<file path="src/rtl/ip_forward_sched.sv">
// ip_forward_sched
//   Sequences one fully-connected layer through the pipelined ip_forward
//   dot-product datapath. Every (neuron, tile) pair is requested from the
//   operand fetch stage in order. Each issue is tracked through a fixed-latency
//   shadow pipe, and the partial result is captured into a first-word-fall-through
//   result FIFO. Issue is gated by credits, so a captured result always finds
//   room in the FIFO.
//
//   Ports
//     clk, reset (async, active-low)
//     start, num_tiles, num_out        layer kick-off and configuration
//     busy, done                       layer status
//     op_req, op_neuron, op_tile       operand tile request
//     op_ack                           issue = op_req & op_ack
//     dp_in_id                         issue sequence number to datapath
//     dp_out_data                      datapath result, LATENCY cycles after issue
//     res_valid, res_ready, res_data,  result stream (pop = res_valid & res_ready)
//     res_neuron, res_last
//
//   Optional build macro IP_FWD_SCHED_ID_CHECK_EN adds dp_out_id and id_err.
//   This sticky flag reports when a returned tag does not match the tag
//   that was issued.
//
//   state | meaning
//   ------+-------------------------------------------------------------
//   IDLE  | waiting for start (busy still high during the done cycle)
//   RUN   | issuing (neuron, tile) pairs, gated by credits
//   DRAIN | all pairs issued; waiting for pipe and FIFO to empty
module ip_forward_sched #(
  parameter int WIDTH      = 8,
  parameter int LATENCY    = 28,
  parameter int CNT_W      = 10,
  parameter int FIFO_DEPTH = 32,
  parameter int IDW        = 8
) (
  input  logic             clk,
  input  logic             reset,
  input  logic             start,
  input  logic [CNT_W-1:0] num_tiles,
  input  logic [CNT_W-1:0] num_out,
  output logic             busy,
  output logic             done,
  output logic             op_req,
  output logic [CNT_W-1:0] op_neuron,
  output logic [CNT_W-1:0] op_tile,
  input  logic             op_ack,
  output logic [IDW-1:0]   dp_in_id,
  input  logic [31:0]      dp_out_data,
  output logic             res_valid,
  input  logic             res_ready,
  output logic [31:0]      res_data,
  output logic [CNT_W-1:0] res_neuron,
  output logic             res_last
`ifdef IP_FWD_SCHED_ID_CHECK_EN
  ,
  input  logic [IDW-1:0]   dp_out_id,
  output logic             id_err
`endif
);

  if (WIDTH < 1 || LATENCY < 1 || FIFO_DEPTH < 1) begin : g_bad_param
    $error("ip_forward_sched: WIDTH, LATENCY and FIFO_DEPTH must all be >= 1");
  end

  localparam int CW = $clog2(LATENCY + FIFO_DEPTH + 1) + 1;
  localparam int PW = (FIFO_DEPTH > 1) ? $clog2(FIFO_DEPTH) : 1;
  localparam int EW = 32 + CNT_W + 1;

  typedef enum logic [1:0] {S_IDLE, S_RUN, S_DRAIN} state_t;

  state_t           state;
  logic [CNT_W-1:0] cfg_tiles;
  logic [CNT_W-1:0] cfg_out;
  logic [CW-1:0]    inflight;
  logic [CW-1:0]    fifo_cnt;
  logic [PW-1:0]    wr_ptr;
  logic [PW-1:0]    rd_ptr;
  logic [EW-1:0]    fifo_mem [FIFO_DEPTH];
  logic [EW-1:0]    head;

  logic             pipe_v [LATENCY];
  logic [CNT_W-1:0] pipe_n [LATENCY];
  logic             pipe_l [LATENCY];

  logic issue, capture, pop, accept, tile_last, last_pair, drain_fin;

  // Credits cover both in-flight issues and buffered results, so the FIFO
  // always has room for every capture.
  assign op_req    = (state == S_RUN) && ((inflight + fifo_cnt) < CW'(FIFO_DEPTH));
  assign issue     = op_req & op_ack;
  assign capture   = pipe_v[LATENCY-1];
  assign res_valid = (fifo_cnt != '0);
  assign pop       = res_valid & res_ready;
  assign accept    = start && (state == S_IDLE) && !busy;
  assign tile_last = (op_tile == cfg_tiles - CNT_W'(1));
  assign last_pair = tile_last && (op_neuron == cfg_out - CNT_W'(1));
  // Finish on the edge that removes the final result, so done follows the
  // last pop directly. A push cannot happen here because nothing is in flight.
  assign drain_fin = (inflight == '0) &&
                     ((fifo_cnt == '0) || ((fifo_cnt == CW'(1)) && pop));

  always_ff @(posedge clk or negedge reset) begin
    if (!reset) begin
      state     <= S_IDLE;
      busy      <= 1'b0;
      done      <= 1'b0;
      cfg_tiles <= '0;
      cfg_out   <= '0;
      op_neuron <= '0;
      op_tile   <= '0;
      dp_in_id  <= '0;
    end else begin
      done <= 1'b0;
      case (state)
        S_IDLE: begin
          if (busy) begin
            busy <= 1'b0;
          end else if (start) begin
            cfg_tiles <= num_tiles;
            cfg_out   <= num_out;
            op_neuron <= '0;
            op_tile   <= '0;
            dp_in_id  <= '0;
            busy      <= 1'b1;
            // An empty layer completes immediately.
            if (num_tiles == '0 || num_out == '0) begin
              done <= 1'b1;
            end else begin
              state <= S_RUN;
            end
          end
        end
        S_RUN: begin
          if (issue) begin
            dp_in_id <= dp_in_id + IDW'(1);
            if (tile_last) begin
              op_tile   <= '0;
              op_neuron <= op_neuron + CNT_W'(1);
            end else begin
              op_tile <= op_tile + CNT_W'(1);
            end
            if (last_pair) state <= S_DRAIN;
          end
        end
        S_DRAIN: begin
          if (drain_fin) begin
            state <= S_IDLE;
            done  <= 1'b1;
          end
        end
        default: state <= S_IDLE;
      endcase
    end
  end

  always_ff @(posedge clk or negedge reset) begin
    if (!reset) begin
      inflight <= '0;
    end else begin
      case ({issue, capture})
        2'b10:   inflight <= inflight + CW'(1);
        2'b01:   inflight <= inflight - CW'(1);
        default: inflight <= inflight;
      endcase
    end
  end

  // Shadow of the datapath pipeline: stage LATENCY-1 lines up with dp_out_data.
  always_ff @(posedge clk or negedge reset) begin
    if (!reset) begin
      for (int i = 0; i < LATENCY; i++) begin
        pipe_v[i] <= 1'b0;
        pipe_n[i] <= '0;
        pipe_l[i] <= 1'b0;
      end
    end else begin
      pipe_v[0] <= issue;
      pipe_n[0] <= op_neuron;
      pipe_l[0] <= tile_last;
      for (int i = 1; i < LATENCY; i++) begin
        pipe_v[i] <= pipe_v[i-1];
        pipe_n[i] <= pipe_n[i-1];
        pipe_l[i] <= pipe_l[i-1];
      end
    end
  end

  always_ff @(posedge clk or negedge reset) begin
    if (!reset) begin
      fifo_cnt <= '0;
      wr_ptr   <= '0;
      rd_ptr   <= '0;
    end else begin
      if (capture) wr_ptr <= (wr_ptr == PW'(FIFO_DEPTH-1)) ? '0 : wr_ptr + PW'(1);
      if (pop)     rd_ptr <= (rd_ptr == PW'(FIFO_DEPTH-1)) ? '0 : rd_ptr + PW'(1);
      case ({capture, pop})
        2'b10:   fifo_cnt <= fifo_cnt + CW'(1);
        2'b01:   fifo_cnt <= fifo_cnt - CW'(1);
        default: fifo_cnt <= fifo_cnt;
      endcase
    end
  end

  always_ff @(posedge clk) begin
    if (capture) fifo_mem[wr_ptr] <= {dp_out_data, pipe_n[LATENCY-1], pipe_l[LATENCY-1]};
  end

  assign head       = fifo_mem[rd_ptr];
  assign res_data   = res_valid ? head[EW-1:CNT_W+1] : '0;
  assign res_neuron = res_valid ? head[CNT_W:1]      : '0;
  assign res_last   = res_valid ? head[0]            : 1'b0;

`ifdef IP_FWD_SCHED_ID_CHECK_EN
  logic [IDW-1:0] pipe_id [LATENCY];

  always_ff @(posedge clk or negedge reset) begin
    if (!reset) begin
      for (int i = 0; i < LATENCY; i++) pipe_id[i] <= '0;
    end else begin
      pipe_id[0] <= dp_in_id;
      for (int i = 1; i < LATENCY; i++) pipe_id[i] <= pipe_id[i-1];
    end
  end

  always_ff @(posedge clk or negedge reset) begin
    if (!reset) begin
      id_err <= 1'b0;
    end else if (accept) begin
      id_err <= 1'b0;
    end else if (capture && (dp_out_id != pipe_id[LATENCY-1])) begin
      id_err <= 1'b1;
    end
  end
`endif

endmodule

</file>
<file path="config.mk">
export PLATFORM = sky130hd
export DESIGN_NAME = ip_forward_sched
export DESIGN_NICKNAME = d
export VERILOG_FILES = /design/src/rtl/ip_forward_sched.sv
export SDC_FILE = /design/constraint.sdc
export NUM_CORES = 2
export LEC_CHECK = 0
export CELL_PAD_IN_SITES_DETAIL_PLACEMENT = 0
export CELL_PAD_IN_SITES_GLOBAL_PLACEMENT = 1
export CORE_MARGIN = 3
export CORE_UTILIZATION = 30
export DETAILED_ROUTE_END_ITERATION = 8
export GPL_TIMING_DRIVEN = 0
export PLACE_DENSITY_LB_ADDON = 0.1
export SYNTH_ARGS = -nofsm -noshare
export SYNTH_HDL_FRONTEND = slang
export SYNTH_SLANG_ARGS = --single-unit
export TNS_END_PERCENT = 5
</file>
<file path="constraint.sdc">
create_clock -name clk -period 5.5 [get_ports clk]
set_input_delay 1.375 -clock clk [delete_from_list [all_inputs] [get_ports clk]]
set_output_delay 1.375 -clock clk [all_outputs]
set_load 0.02 [all_outputs]
</file>
---- Yosys cells after proc, flatten, opt, wreduce, memory -nomap -nowiden ----
Memories as Yosys holds them, arrays and structs flattened.
Index checks and enable logic that the tools add are counted.
Widths: inputs -> output; s select.
operators by class
  equal/unequal tests ..................... 18
  reductions and logical operators ........ 19
  bitwise logic cells ..................... 3
  order comparisons ....................... 1
  mux-type cells .......................... 35
  add/sub/neg operators ................... 12
operators by type and width
  cell                   count
  $mux 10                7
  $pmux 10 s2            2
  $mux 32                1
  $pmux 7 s2             2
  $mux 8                 3
  $add 10x1->10 const B  2
  $eq 10x10->1           2
  $logic_not 10->1       2
  $sub 10x1->10 const B  2
  $pmux 8 s2             1
  $add 7x1->7 const B    2
  $logic_not 7->1        2
  $ne 2x2->1 const B     7
  $sub 7x1->7 const B    2
  $mux 2                 6
  $add 5x1->5 const B    2
  $eq 5x5->1 const B     2
  $mux 5                 2
  $mux 1                 9
  $add 8x1->8 const B    1
  $add 7x7->7            1
  $eq 7x1->1 const B     1
  $lt 7x6->1 const B     1
  $reduce_bool 7->1      1
  other kinds (14)       25
word-level totals
  word-level logic and storage cells ...... 185
  memories ................................ 1
  flip-flop bits (word level) ............. 412
  memory bits (writable) .................. 1,376
memories
  name      words  bits a word  rd ports  clocked after Yosys merged registers in  write ports  line  RTL
  fifo_mem  32     43           1         0                                        1            78    logic [EW-1:0] fifo_mem [FIFO_DEPTH];

---- Longest topological paths before layout ----
  depth after elaboration ................. 7
  mapped depth ............................ 18
  mapped depth without buffers ............ 16

---- Worst setup path after synthesis ----
OpenSTA, ideal clock, no wires.
  path type ............................... register to register
  from .................................... register pipe_v, in the netlist capture
  to ...................................... memory fifo_mem[8][0] (netlist name), enable pin
  period minus slack after synthesis ...... 4,348 ps
  setup time .............................. 497 ps
  arrival time ............................ 3,851 ps
  buffers on the path ..................... 1
  slack ................................... 1,152 ps
  cell stages (with the launch flop) ...... 4
  required time ........................... 5,003 ps
  path through ............................ dfrtp_1 > clkbuf_1 > nand2_1 > nor3_1
between the ends
  cells in the longest elaborated chain, start to end .. 2
RTL lines
  item                              line  RTL
  start: declaration                81    logic pipe_v [LATENCY];
  start signal: indexed assignment  181   pipe_v[i] <= pipe_v[i-1];
  $mux 1                            205   if (capture) fifo_mem[wr_ptr] <= {dp_out_data, pipe_n[LATENCY-1], pipe_l[LATENCY-1]};
  $mux 1 (not written as such)      205
  end: declaration                  78
No other way between the ends.

---- Worst setup path after layout ----
  from .................................... register rd_ptr[1]
  to ...................................... output res_neuron[2]
between the ends
  cells in the longest elaborated chain, start to end .. 2
RTL lines
  item                      line  RTL
  start: declaration        77    logic [PW-1:0] rd_ptr;
  start signal: assignment  195   if (pop) rd_ptr <= (rd_ptr == PW'(FIFO_DEPTH-1)) ? '0 : rd_ptr + PW'(1);
  $mem_v2 32x43             --
  $mux 10                   210   assign res_neuron = res_valid ? head[CNT_W:1] : '0;
  end: declaration          52    output logic [CNT_W-1:0] res_neuron,
No other way between the ends.

==> impl_results.md <==
* Outcome: completed
* Number of antenna violations at the first check in global routing at 4
* Total power at 37.6 mW
* Total placed instance area at 0.0721 mm^2
* Total track usage at 15.1%
* Number of buffers created by CTS at 196
* Maximum fanout count along the critical path at 10
* Post-synthesis sequential element count at 1788
* Largest vdd supply drop at 0.350 mV
* Critical path capture point type: primary output
* First-pass GRT wire length at 240 mm
* Hold WC Path Type: register to register
* Part of the cycle the worst path needs at 96.8%
* Fin Hold WS at 0.306 ns
* Instance count of the mapped netlist at 2881
* Most frequently used flop master after synthesis: sky130_fd_sc_hd__edfxtp_1
* Area of the mapped netlist at 0.0652 mm^2
* Source-to-sink clock delay at the later pin of the worst-skew pair at 0.86 ns
* H-tree depth at 4
* Final setup viols at 0
* Post-synth EDFFs at 1376
* Vias per cell at 4.77
* Row cnt at 170
* Proportion of layout cells with a drive suffix above 1 at 27.7%
* 1st-pass router iterations at 5
* Post-cts sizing count at 231
* Unrepaired setup endpoints after global routing: yes
* Combinational share of power at 24.2%
* Remaining max-slew budget at the tightest pin at 21.4%
* DP HPWL at 111 mm
* CTS sink cnt at 1788
* Horiz. Die Dim at 472 um
* Final Hold Violating Endpoints at 0
* Power density over cell area at 478 mW/mm^2
* Filler instances at 19.6k
* Total Negative Setup Slacks at 0 ns
* Clock root buffer: sky130_fd_sc_hd__clkbuf_16
* Die outline area at 0.223 mm^2
* Worst endpoint required time at 4.12 ns
* Via total after detailed routing at 30.2k
* Number of violations reported at the end of detailed-routing iteration 0 at 2563
* Clock-pin slew on the worst setup and hold paths at 0.06 ns
* Fraction of power spent switching nets at 29.1%
* Top achievable clock speed at 188 MHz
* Maximum Capacitance Violations at 0
* Final weighted congestion in routability-driven placement at 0.722
* Critical path startpoint category: register
* Cell leakage power at 27.1 nW
* Average instance area after synthesis at 22.6 um^2
* Die outline height at 472 um
* Max incr delay on CP at 0.56 ns
* Pin count of the biggest net entering global routing at 120
* Postcts setup bufs at 0
* Crit path max-delay cell type: sky130_fd_sc_hd__clkdlybuf4s50_1
* Actual transition at the worst max-transition pin at 1.17 ns
* Number of library cell types mapped by synthesis at 58
* Boundary pin count at 132
* Area of all placed cells without fillers at 0.0788 mm^2
* TritonCTS clock tree: done
* # DRC at 0
* Count of hold buffers inserted by post-cts repair at 0
* Total global routing overflow at 0
* Reg power frac at 42.0%
* Synth-to-layout area growth at 20.9%
* Data arrival, critical path at 3.95 ns
* Switching power at 11.0 mW
* Remaining antenna violation count at 0
* Max-slew violation count at 0
* List of cells traversed by the critical path: buf_2 -> clkbuf_2 -> mux4_2 -> mux4_2 -> mux2i_1 -> nor2_1 -> clkdlybuf4s50_1
* Number of buffers added on ports at 131
* Vias in the first global route at 32.7k
* Total number of nets in the final design at 3411
* Number of synthesis warnings at 0
* Sequential fraction of the synthesis area at 79.2%
* Maximum number of buffers from clock root to sink at 3
* Critical path's most frequent cell: sky130_fd_sc_hd__mux4_2
* CORE AREA at 0.215 mm^2
* Fin Clk Skew at 0.0840 ns
* WL per Instance at 26.4 um
* Relative contribution of the clock network to total power at 33.8%
* Final Critical Period at 5.33 ns
* Net count of the mapped netlist at 2966
* Type of the setup path with the least slack: register to primary output
* Final wirelength at 167 mm
* Cell-internal power at 26.7 mW
* Effective utilization at floorplan at 30.3%
* Fraction of registers with async set/reset at 23.0%
-- flip-flops by register name (all words and copies together) (netlist names) --
signal / count
busy: 1
capture: 1
cfg_out: 10
cfg_tiles: 10
done: 1
dp_in_id: 8
fifo_cnt: 7
fifo_mem: 1376
inflight: 7
op_neuron: 10
op_tile: 10
pipe_l: 28
pipe_n: 280
pipe_v: 27
rd_ptr: 5
state: 2
wr_ptr: 5
-- cell usage after synthesis, drive strengths merged, types with 2 or more instances --
library cell     n  share of area, %
and2             2             0.019
nor4b            3             0.040
nor3b            2             0.023
mux4           430                15
nor2            99              0.57
xor2            30              0.40
or2              3             0.029
edfxtp        1376                63
buf             29              0.17
nand4b           4             0.054
nand2           84              0.48
or4b             2             0.036
o21ai           32              0.25
a21oi           21              0.16
nor4             5             0.048
nor2b            3             0.029
nand3b           6             0.069
inv             24              0.14
nand4           15              0.14
a32o             2             0.031
o22ai            2             0.019
or4              8             0.092
o31ai            6             0.077
xnor2           25              0.34
mux2i           46              0.71
a21o             2             0.023
clkbuf          94              0.54
and3             6             0.058
nand3           14              0.12
nor3            27              0.22
nand2b           5             0.048
mux2             4             0.069
o21a             3             0.035
a31oi            2             0.019
ha              27              0.52
o211ai           3             0.035
or3             11              0.11
dfrtp          412                16
-- power by group through the flow --
stage	Combinational (mW)	Sequential, mW	Clock [mW]
final	9.12	15.8	12.7
after CTS	9.41	15.8	13.2
after detailed placement	9.24	16.0	0
after global routing	9.79	15.9	13.7
after floorplan	5.29	16.0	0
after global placement	8.92	16.1	0
-- cells in the final DEF (no fill, tap or decap), types with 34 or more instances in the layout --
| cell type | instances |
|---|---|
| sky130_fd_sc_hd__mux4_2 | 430 |
| sky130_fd_sc_hd__nor2_1 | 77 |
| sky130_fd_sc_hd__edfxtp_1 | 1376 |
| sky130_fd_sc_hd__clkbuf_1 | 67 |
| sky130_fd_sc_hd__nand2_1 | 84 |
| sky130_fd_sc_hd__clkinv_2 | 34 |
| sky130_fd_sc_hd__buf_6 | 68 |
| sky130_fd_sc_hd__clkinv_1 | 40 |
| sky130_fd_sc_hd__mux2i_1 | 45 |
| sky130_fd_sc_hd__dfrtp_1 | 412 |
| sky130_fd_sc_hd__clkbuf_16 | 198 |
| sky130_fd_sc_hd__buf_12 | 41 |
| sky130_fd_sc_hd__clkdlybuf4s50_1 | 129 |
-- cells by family after synthesis --
| logic type | Yosys count | synth area share (%) |
|---|---|---|
| DFF | 1788 | 79.2 |
| muxes | 480 | 15.6 |
| adders and majority gates | 28 | 0.549 |
| and+or+nand+nor | 301 | 2.21 |
| xor gates and xnor gates | 55 | 0.739 |
| buffers and inverters | 147 | 0.851 |
| AOI/OAI and AO/OA | 82 | 0.791 |
-- worst paths after layout --
path	startpoint	endpoint	slack [ns]	cells after the start
worst max register to register	fifo_cnt[2]	inflight[6]	0.89	17
max in group asynchronous	reset	pipe_n[1]	3.61	3
worst max-delay path	rd_ptr[1]	res_neuron[2]	0.17	7
min in group asynchronous	reset	cfg_tiles[4]	0.46	1
worst min register to register	pipe_n[15]	pipe_n[5]	0.31	0
worst min-delay path	pipe_n[15]	pipe_n[5]	0.31	0
-- layer usage --
metal,vias to the layer above,part of all wire (%),track usage [%],wire length (um)
met5,-,0,0,0
met4,0,1.7,3.62,2920
met3,210,4.1,2.45,6860
met2,691,50,25.5,83800
met1,16598,44,20.4,73700
li1,12658,-,-,-
-- critical path, delay by kind of cell, from the launching register on --
kind                   cells  cell delay (ns)
flip-flops                 1             0.44
multiplexers               3             1.08
buffers and inverters      3             1.46
AND/OR/NAND/NOR            1             0.13
-- layout make-up --
type | instances | area (um^2) | area share (%)
plain buffers | 121 | 910 | 1.15
diodes | 1 | 2.50 | 0.00318
clock buffers | 253 | 5240 | 6.65
inverters | 24 | 90.1 | 0.114
repair buffers | 249 | 3120 | 3.95
clock inverters | 107 | 1070 | 1.36
well taps | 2838 | 3550 | 4.51
multi-input cells | 946 | 13200 | 16.8
flip-flops and latches | 1788 | 51600 | 65.5
-- metrics by stage --
step,setup WS [ns],util (%),std cells
6_report,0.175,36.6,6327
5_1_grt,-0.00268,36.6,6327
4_1_cts,-0.0650,36.6,6326
3_5_place_dp,-0.557,33.5,5968
3_3_place_gp,-14.27,32.5,5850
2_1_floorplan,1.15,-,2881
Note: power is estimated with default switching activity, not from simulation.
